**src/rtl/sevenseg_pkg.sv**
```systemverilog
// Shared definitions for the seven-segment display path: digit count, the
// active-low segment code table and anode helpers.
package sevenseg_pkg;

  localparam int NUM_DIGITS = 8;

  typedef logic [6:0] seg_code_t;

  // Index is the hex value, entry is the active-low {g,f,e,d,c,b,a} pattern.
  localparam seg_code_t SEG_CODES [16] = '{
    7'h40, 7'h79, 7'h24, 7'h30, 7'h19, 7'h12, 7'h02, 7'h78,
    7'h00, 7'h10, 7'h08, 7'h03, 7'h46, 7'h21, 7'h06, 7'h0E
  };

  localparam logic [7:0] BLANK_AN = 8'hFF;

  function automatic logic single_low(input logic [7:0] an);
    return ($countones(~an) == 1);
  endfunction

  function automatic logic [2:0] low_index(input logic [7:0] an);
    logic [2:0] idx;
    idx = 3'd0;
    for (int i = 0; i < 8; i++) begin
      idx = an[i] ? idx : 3'(i);
    end
    return idx;
  endfunction

endpackage

```
**src/rtl/sevenseg_decode.sv**
```systemverilog
// Combinational reverse lookup of an active-low segment pattern into its hex
// value; hit is low for patterns that are not in the code table.
module sevenseg_decode
  import sevenseg_pkg::*;
(
  input  logic [6:0] segs,
  output logic [3:0] hex,
  output logic       hit
);

  // Table search: at most one entry can match since the codes are distinct.
  always_comb begin
    hex = 4'd0;
    hit = 1'b0;
    for (int i = 0; i < 16; i++) begin
      hex = (segs == SEG_CODES[i]) ? 4'(i) : hex;
      hit = hit | (segs == SEG_CODES[i]);
    end
  end

endmodule

```
**src/rtl/sevenseg_monitor.sv**
```systemverilog
// Receive-side monitor for an 8-digit multiplexed seven-segment display:
// waits for each dwell to settle, decodes it and rebuilds the digit registers.
module sevenseg_monitor
  import sevenseg_pkg::*;
#(
  parameter int SETTLE_CYCLES  = 4,
  parameter int TIMEOUT_CYCLES = 65536
) (
  input  logic       clk,
  input  logic       rst,
  input  logic [7:0] an_1,
  input  logic [6:0] segs_1,
  input  logic       clr,
  output logic [3:0] d0,
  output logic [3:0] d1,
  output logic [3:0] d2,
  output logic [3:0] d3,
  output logic [3:0] d4,
  output logic [3:0] d5,
  output logic [3:0] d6,
  output logic [3:0] d7,
  output logic [7:0] dig_valid,
  output logic       frame_done,
  output logic       seg_err,
  output logic       an_err,
  output logic       stalled
);

  localparam int SW = $clog2(SETTLE_CYCLES + 1);
  localparam int TW = $clog2(TIMEOUT_CYCLES + 1);
  localparam logic [SW-1:0] SETTLE_MAX  = SW'(SETTLE_CYCLES);
  localparam logic [TW-1:0] TIMEOUT_MAX = TW'(TIMEOUT_CYCLES);

  logic [14:0]   samp_r;
  logic [SW-1:0] scnt_r;
  logic          armed_r;
  logic [7:0]    mask_r;
  logic [TW-1:0] tcnt_r;
  logic [3:0]    d_r [NUM_DIGITS];

  logic [3:0]    hex_s;
  logic          hit_s;
  logic [2:0]    idx_s;
  logic          changed_s;
  logic          settle_ev_s;
  logic          cap_s;
  logic          serr_s;
  logic          aerr_s;
  logic [7:0]    mask_base_s;
  logic [7:0]    mask_next_s;
  logic [TW-1:0] tcnt_next_s;

  sevenseg_decode u_decode (
    .segs (samp_r[6:0]),
    .hex  (hex_s),
    .hit  (hit_s)
  );

  // Settle detection and classification of the settled sample.
  always_comb begin
    changed_s   = ({an_1, segs_1} != samp_r);
    settle_ev_s = armed_r && (scnt_r == SETTLE_MAX);
    idx_s       = low_index(samp_r[14:7]);
    cap_s       = 1'b0;
    serr_s      = 1'b0;
    aerr_s      = 1'b0;
    if (settle_ev_s && !clr && (samp_r[14:7] != BLANK_AN)) begin
      if (single_low(samp_r[14:7])) begin
        cap_s  = hit_s;
        serr_s = !hit_s;
      end else begin
        aerr_s = 1'b1;
      end
    end else begin
      cap_s  = 1'b0;
    end
  end

  // Frame mask restarts after a completed frame; errors wipe it.
  always_comb begin
    mask_base_s = (mask_r == 8'hFF) ? 8'h00 : mask_r;
    mask_next_s = (serr_s || aerr_s) ? 8'h00 :
                  cap_s ? (mask_base_s | (8'h01 << idx_s)) : mask_base_s;
    tcnt_next_s = cap_s ? {TW{1'b0}} :
                  (tcnt_r == TIMEOUT_MAX) ? tcnt_r : (tcnt_r + TW'(1));
  end

  // State and output registers.
  always_ff @(posedge clk) begin
    if (rst) begin
      samp_r     <= {8'hFF, 7'h7F};
      scnt_r     <= {SW{1'b0}};
      armed_r    <= 1'b1;
      mask_r     <= 8'h00;
      tcnt_r     <= {TW{1'b0}};
      dig_valid  <= 8'h00;
      frame_done <= 1'b0;
      seg_err    <= 1'b0;
      an_err     <= 1'b0;
      stalled    <= 1'b0;
      for (int i = 0; i < NUM_DIGITS; i++) begin
        d_r[i] <= 4'd0;
      end
    end else begin
      samp_r     <= {an_1, segs_1};
      scnt_r     <= changed_s ? SW'(1) :
                    (scnt_r == SETTLE_MAX) ? scnt_r : (scnt_r + SW'(1));
      // Re-arm on any new pattern (or clr) so each dwell yields one event.
      armed_r    <= changed_s || clr || (armed_r && !settle_ev_s);
      seg_err    <= serr_s;
      an_err     <= aerr_s;
      frame_done <= (mask_r == 8'hFF) && !clr;
      if (clr) begin
        mask_r    <= 8'h00;
        tcnt_r    <= {TW{1'b0}};
        dig_valid <= 8'h00;
        stalled   <= 1'b0;
        for (int i = 0; i < NUM_DIGITS; i++) begin
          d_r[i] <= 4'd0;
        end
      end else begin
        mask_r  <= mask_next_s;
        tcnt_r  <= tcnt_next_s;
        stalled <= (tcnt_next_s == TIMEOUT_MAX);
        if (cap_s) begin
          d_r[idx_s]       <= hex_s;
          dig_valid[idx_s] <= 1'b1;
        end else if (serr_s) begin
          dig_valid[idx_s] <= 1'b0;
        end else begin
          dig_valid <= dig_valid;
        end
      end
    end
  end

  assign d0 = d_r[0];
  assign d1 = d_r[1];
  assign d2 = d_r[2];
  assign d3 = d_r[3];
  assign d4 = d_r[4];
  assign d5 = d_r[5];
  assign d6 = d_r[6];
  assign d7 = d_r[7];

endmodule

```
**config.mk**
```make
export PLATFORM = sky130hd
export DESIGN_NAME = sevenseg_monitor
export DESIGN_NICKNAME = d
export VERILOG_FILES = /design/src/rtl/sevenseg_pkg.sv /design/src/rtl/sevenseg_decode.sv /design/src/rtl/sevenseg_monitor.sv
export SDC_FILE = /design/constraint.sdc
export NUM_CORES = 1
export LEC_CHECK = 0
export BUFFER_PORTS_ARGS = -buffer_cell sky130_fd_sc_hd__buf_2
export CAP_MARGIN = 15
export CORE_AREA = 2 2 79 96
export CTS_BUF_LIST = sky130_fd_sc_hd__clkbuf_2 sky130_fd_sc_hd__clkbuf_4 sky130_fd_sc_hd__clkbuf_8
export CTS_CLUSTER_DIAMETER = 30
export DETAILED_ROUTE_END_ITERATION = 7
export DIE_AREA = 0 0 81 98
export GPL_TIMING_DRIVEN = 1
export PLACE_DENSITY = 0.91
export SLEW_MARGIN = 40
export SYNTH_ARGS = -nofsm -noshare
export SYNTH_HDL_FRONTEND = slang
export SYNTH_SLANG_ARGS = --single-unit
```
**constraint.sdc**
```tcl
create_clock -name clk -period 6 [get_ports clk]
set_input_delay 0.9 -clock clk [delete_from_list [all_inputs] [get_ports clk]]
set_output_delay 0.9 -clock clk [all_outputs]
set_load 0.02 [all_outputs]
```
==> results.cfg <==
[outcome]
status = finished, final reports clean

[worst_setup_path]
criticalPathCategory = flop to flop
crit_path_end_kind = flop
cpPeakStageDelay_ps = 560
arrival_ps = 4470
cp.required_ps = 6070
cpMostUsedCell = fa_1
critPathLaunch = samp_r[7]
reg2reg_from = samp_r[7]
crit_chain = inv_1 > fa_1 > fa_1 > fa_1 > ha_1 > inv_1 > fa_1 > nor2_1 > a31o_2 > and3_1 > nor4b_2 > nand3_1 > nand2_1
reg2regPathDepth = 13
cp_slowest_cell = fa_1
path_max_fanout = 6
startpoint_type = flop

[synth]
synth-main-ff-cell = dfxtp_1
synth_cell_type_count = 53
yosys.area_share.simple_pct = 26.02
synth_mux_area_share_pct = 0.7203
synth.ff_latch_count = 88
yosysWarnings = 0
synth_edf_count = 32
yosysTopAreaCell = dfxtp_1
synth_xor_area_share_pct = 7.058
synth_area_per_cell_um2 = 9.462
netlist_area_um2 = 4343
synth_compound_area_share_pct = 9.421
syn_inst = 459
yosysTopAreaCellShare_pct = 25.81
synth_nets = 489
yosys.area_share.adder_pct = 4.149
synthArstFlopShare_pct = 0
synth.yosys.seq_area_share_pct = 47.94
synth_top_family_by_area = simple AND/OR/NAND/NOR gates
synth_area_leaders = dfxtp_1 (26%), edfxtp_1 (22%), nor2_1 (4.7%)

[sta]
fmax_mhz = 227.3
tightest_slew_ps = 813.4
report.final.setup_viol = 0
relSlewSlack_pct = 45.52
fin_ws_ps = 1600
finalHoldViolCount = 0
slew_violations = 0
layout_min_cycle_time_ps = 4400
post-route-period-util_pct = 73.33
fin_hold_ws_ps = 474.1
rsz0062_at_grt = no
setup_tns_ps = 0
skew_ps = 6.547

[power_and_ir_drop]
p_sw_w = 0.0003055
power_frac_seq_pct = 54.4
power_w = 0.001191
cellInternalPower_w = 0.0008856
p_leak_nw = 1.986
p_sw_share_pct = 25.65
pwr-share-comb_pct = 9.5
peakVddDrop_mv = 0.1386
powerDensity_nw_per_um2 = 245.8
p_clk_share_pct = 36.1

[finish]
nFillCells = 525
antenna_cells = 0
layout_common_cells = buf_2 (61), dfxtp_1 (56), nor2_1 (53), nand2_1 (42), edfxtp_1 (32)
final_common_cell = buf_2
area_delta_synth_final_pct = 11.58
final_core_util_pct = 68.62
fin_nets = 535
drive_gt1_share_pct = 20.98

[detailed_routing]
ant_nets = 0
via_per_inst = 5.895
vias = 3537
wl_per_cell_um = 15.49
finalWirelength_um = 9293
drc = 0
dr.pass1.iters = 4
drtIter0Drc = 266

[floorplanning]
num_io_pins = 62
die_height_um = 98
core_um2 = 7062
die_w_um = 81
die_area_um2 = 7938
initial_utilization_pct = 61.50
fp-row-count = 34

[clock_tree]
htree_levels = 3
clkTransAtPathRegs_ps = 90
cts_tree = done
post-cts-setup-buffer-count = 0
hold_buffers = 0
root_buffer = clkbuf_8
clock_sinks = 88
cts_buffer_depth = 2
cts_buffers = 9
ctsResizeCount = 0
worstSkewPairLatency_ps = 370

[global_routing]
grt_pass1_wl_um = 15620
grt_pass1_vias = 3411
overflow = 0
antenna_found_initial = 0
grt_usage_pct = 25.40
grt_max_degree = 23

[worst_hold_path]
hold_start = mask_r[4]
min_path_type = flop to flop
worstHoldPathCells = 2

[place]
io_buffers = 61
hpwl_um = 7002
gp_congestion = 0.9071
pre_cts_ws_ps = 1645

[flow_run]
drv_cap = 0
[critical path: cells and delay by family, from the launching register on]
kind / cells / cell delay [ps]
buffers and inverters: 2 / 140
adders and majority gates: 5 / 2050
DFF: 1 / 380
AOI/OAI and AO/OA: 1 / 200
and+or+nand+nor: 5 / 1330
[through the flow]
| step | area, µm² | instances |
|---|---|---|
| 6_report | 4846 | 600 |
| 5_1_grt | 4846 | 600 |
| 4_1_cts | 4846 | 600 |
| 3_5_place_dp | 4633 | 584 |
| 3_3_place_gp | 4624 | 584 |
| 2_1_floorplan | 4343 | 459 |
[power groups by stage]
| stage | clock, W | combinational, W | sequential (W) |
|---|---|---|---|
| 3_5_place_dp | 0 | 0.000112 | 0.000661 |
| 2_1_floorplan | 0 | 0.0000761 | 0.000664 |
| 3_3_place_gp | 0 | 0.000105 | 0.000660 |
| 5_1_grt | 0.000462 | 0.000128 | 0.000650 |
| 4_1_cts | 0.000437 | 0.000113 | 0.000647 |
| 6_report | 0.000430 | 0.000113 | 0.000648 |
[cell usage after synthesis (all sizes together) (4+ instances only)]
cell type  count
nand4         12
or2           19
nor2          54
clkbuf        16
a21oi         22
and4           6
and2          14
buf           10
edfxtp        32
o21ai         10
and3          11
a31oi          4
fa             4
ha             8
nor4           7
xnor2         12
nor2b          9
a211oi         4
inv           18
o31ai          4
nor3          14
xor2          23
nand3         14
dfxtp         56
nand2         42
[state kept, by name (all words and copies together) (netlist names), named ones only]
signal,flops
samp_r,15
scnt_r,3
tcnt_r,17
an_err,1
armed_r,1
frame_done,1
seg_err,1
mask_r,8
stalled,1
d_r,32
[routing by layer]
| metal | vias to the layer above | GRT usage (%) | wire length (µm) |
|---|---|---|---|
| li1 | 1682 | - | - |
| met1 | 1672 | 28.81 | 3510 |
| met2 | 152 | 44.12 | 4850 |
| met3 | 31 | 6.839 | 614 |
| met4 | 0 | 10.82 | 318 |
| met5 | - | 0 | 0 |
[layout make-up]
cell class | count | area [µm²] | area share [%]
repair buffers | 61 | 305.3 | 6.300
well taps | 90 | 112.6 | 2.324
inverters | 18 | 67.56 | 1.394
flip-flops and latches | 88 | 2082 | 42.96
multi-input cells | 327 | 2066 | 42.63
clock inverters | 6 | 75.07 | 1.549
clock buffers | 10 | 137.6 | 2.840
[cell families after synthesis]
| family | after synthesis |
|---|---|
| buffers and inverters | 44 |
| XOR/XNOR | 35 |
| flip-flops | 88 |
| AND/OR/NAND/NOR | 218 |
| adder cells (fa/ha/maj) | 12 |
| multiplexers | 3 |
| AO/OA/AOI/OAI | 59 |
[path summary, 6_finish.rpt]
kind / to / slack (ps)
max: d_r[3][1] / 1600
min: mask_r[4] / 470
max reg2reg: d_r[3][1] / 1600
min reg2reg: mask_r[4] / 470
Power figures use the tool's default switching activity.
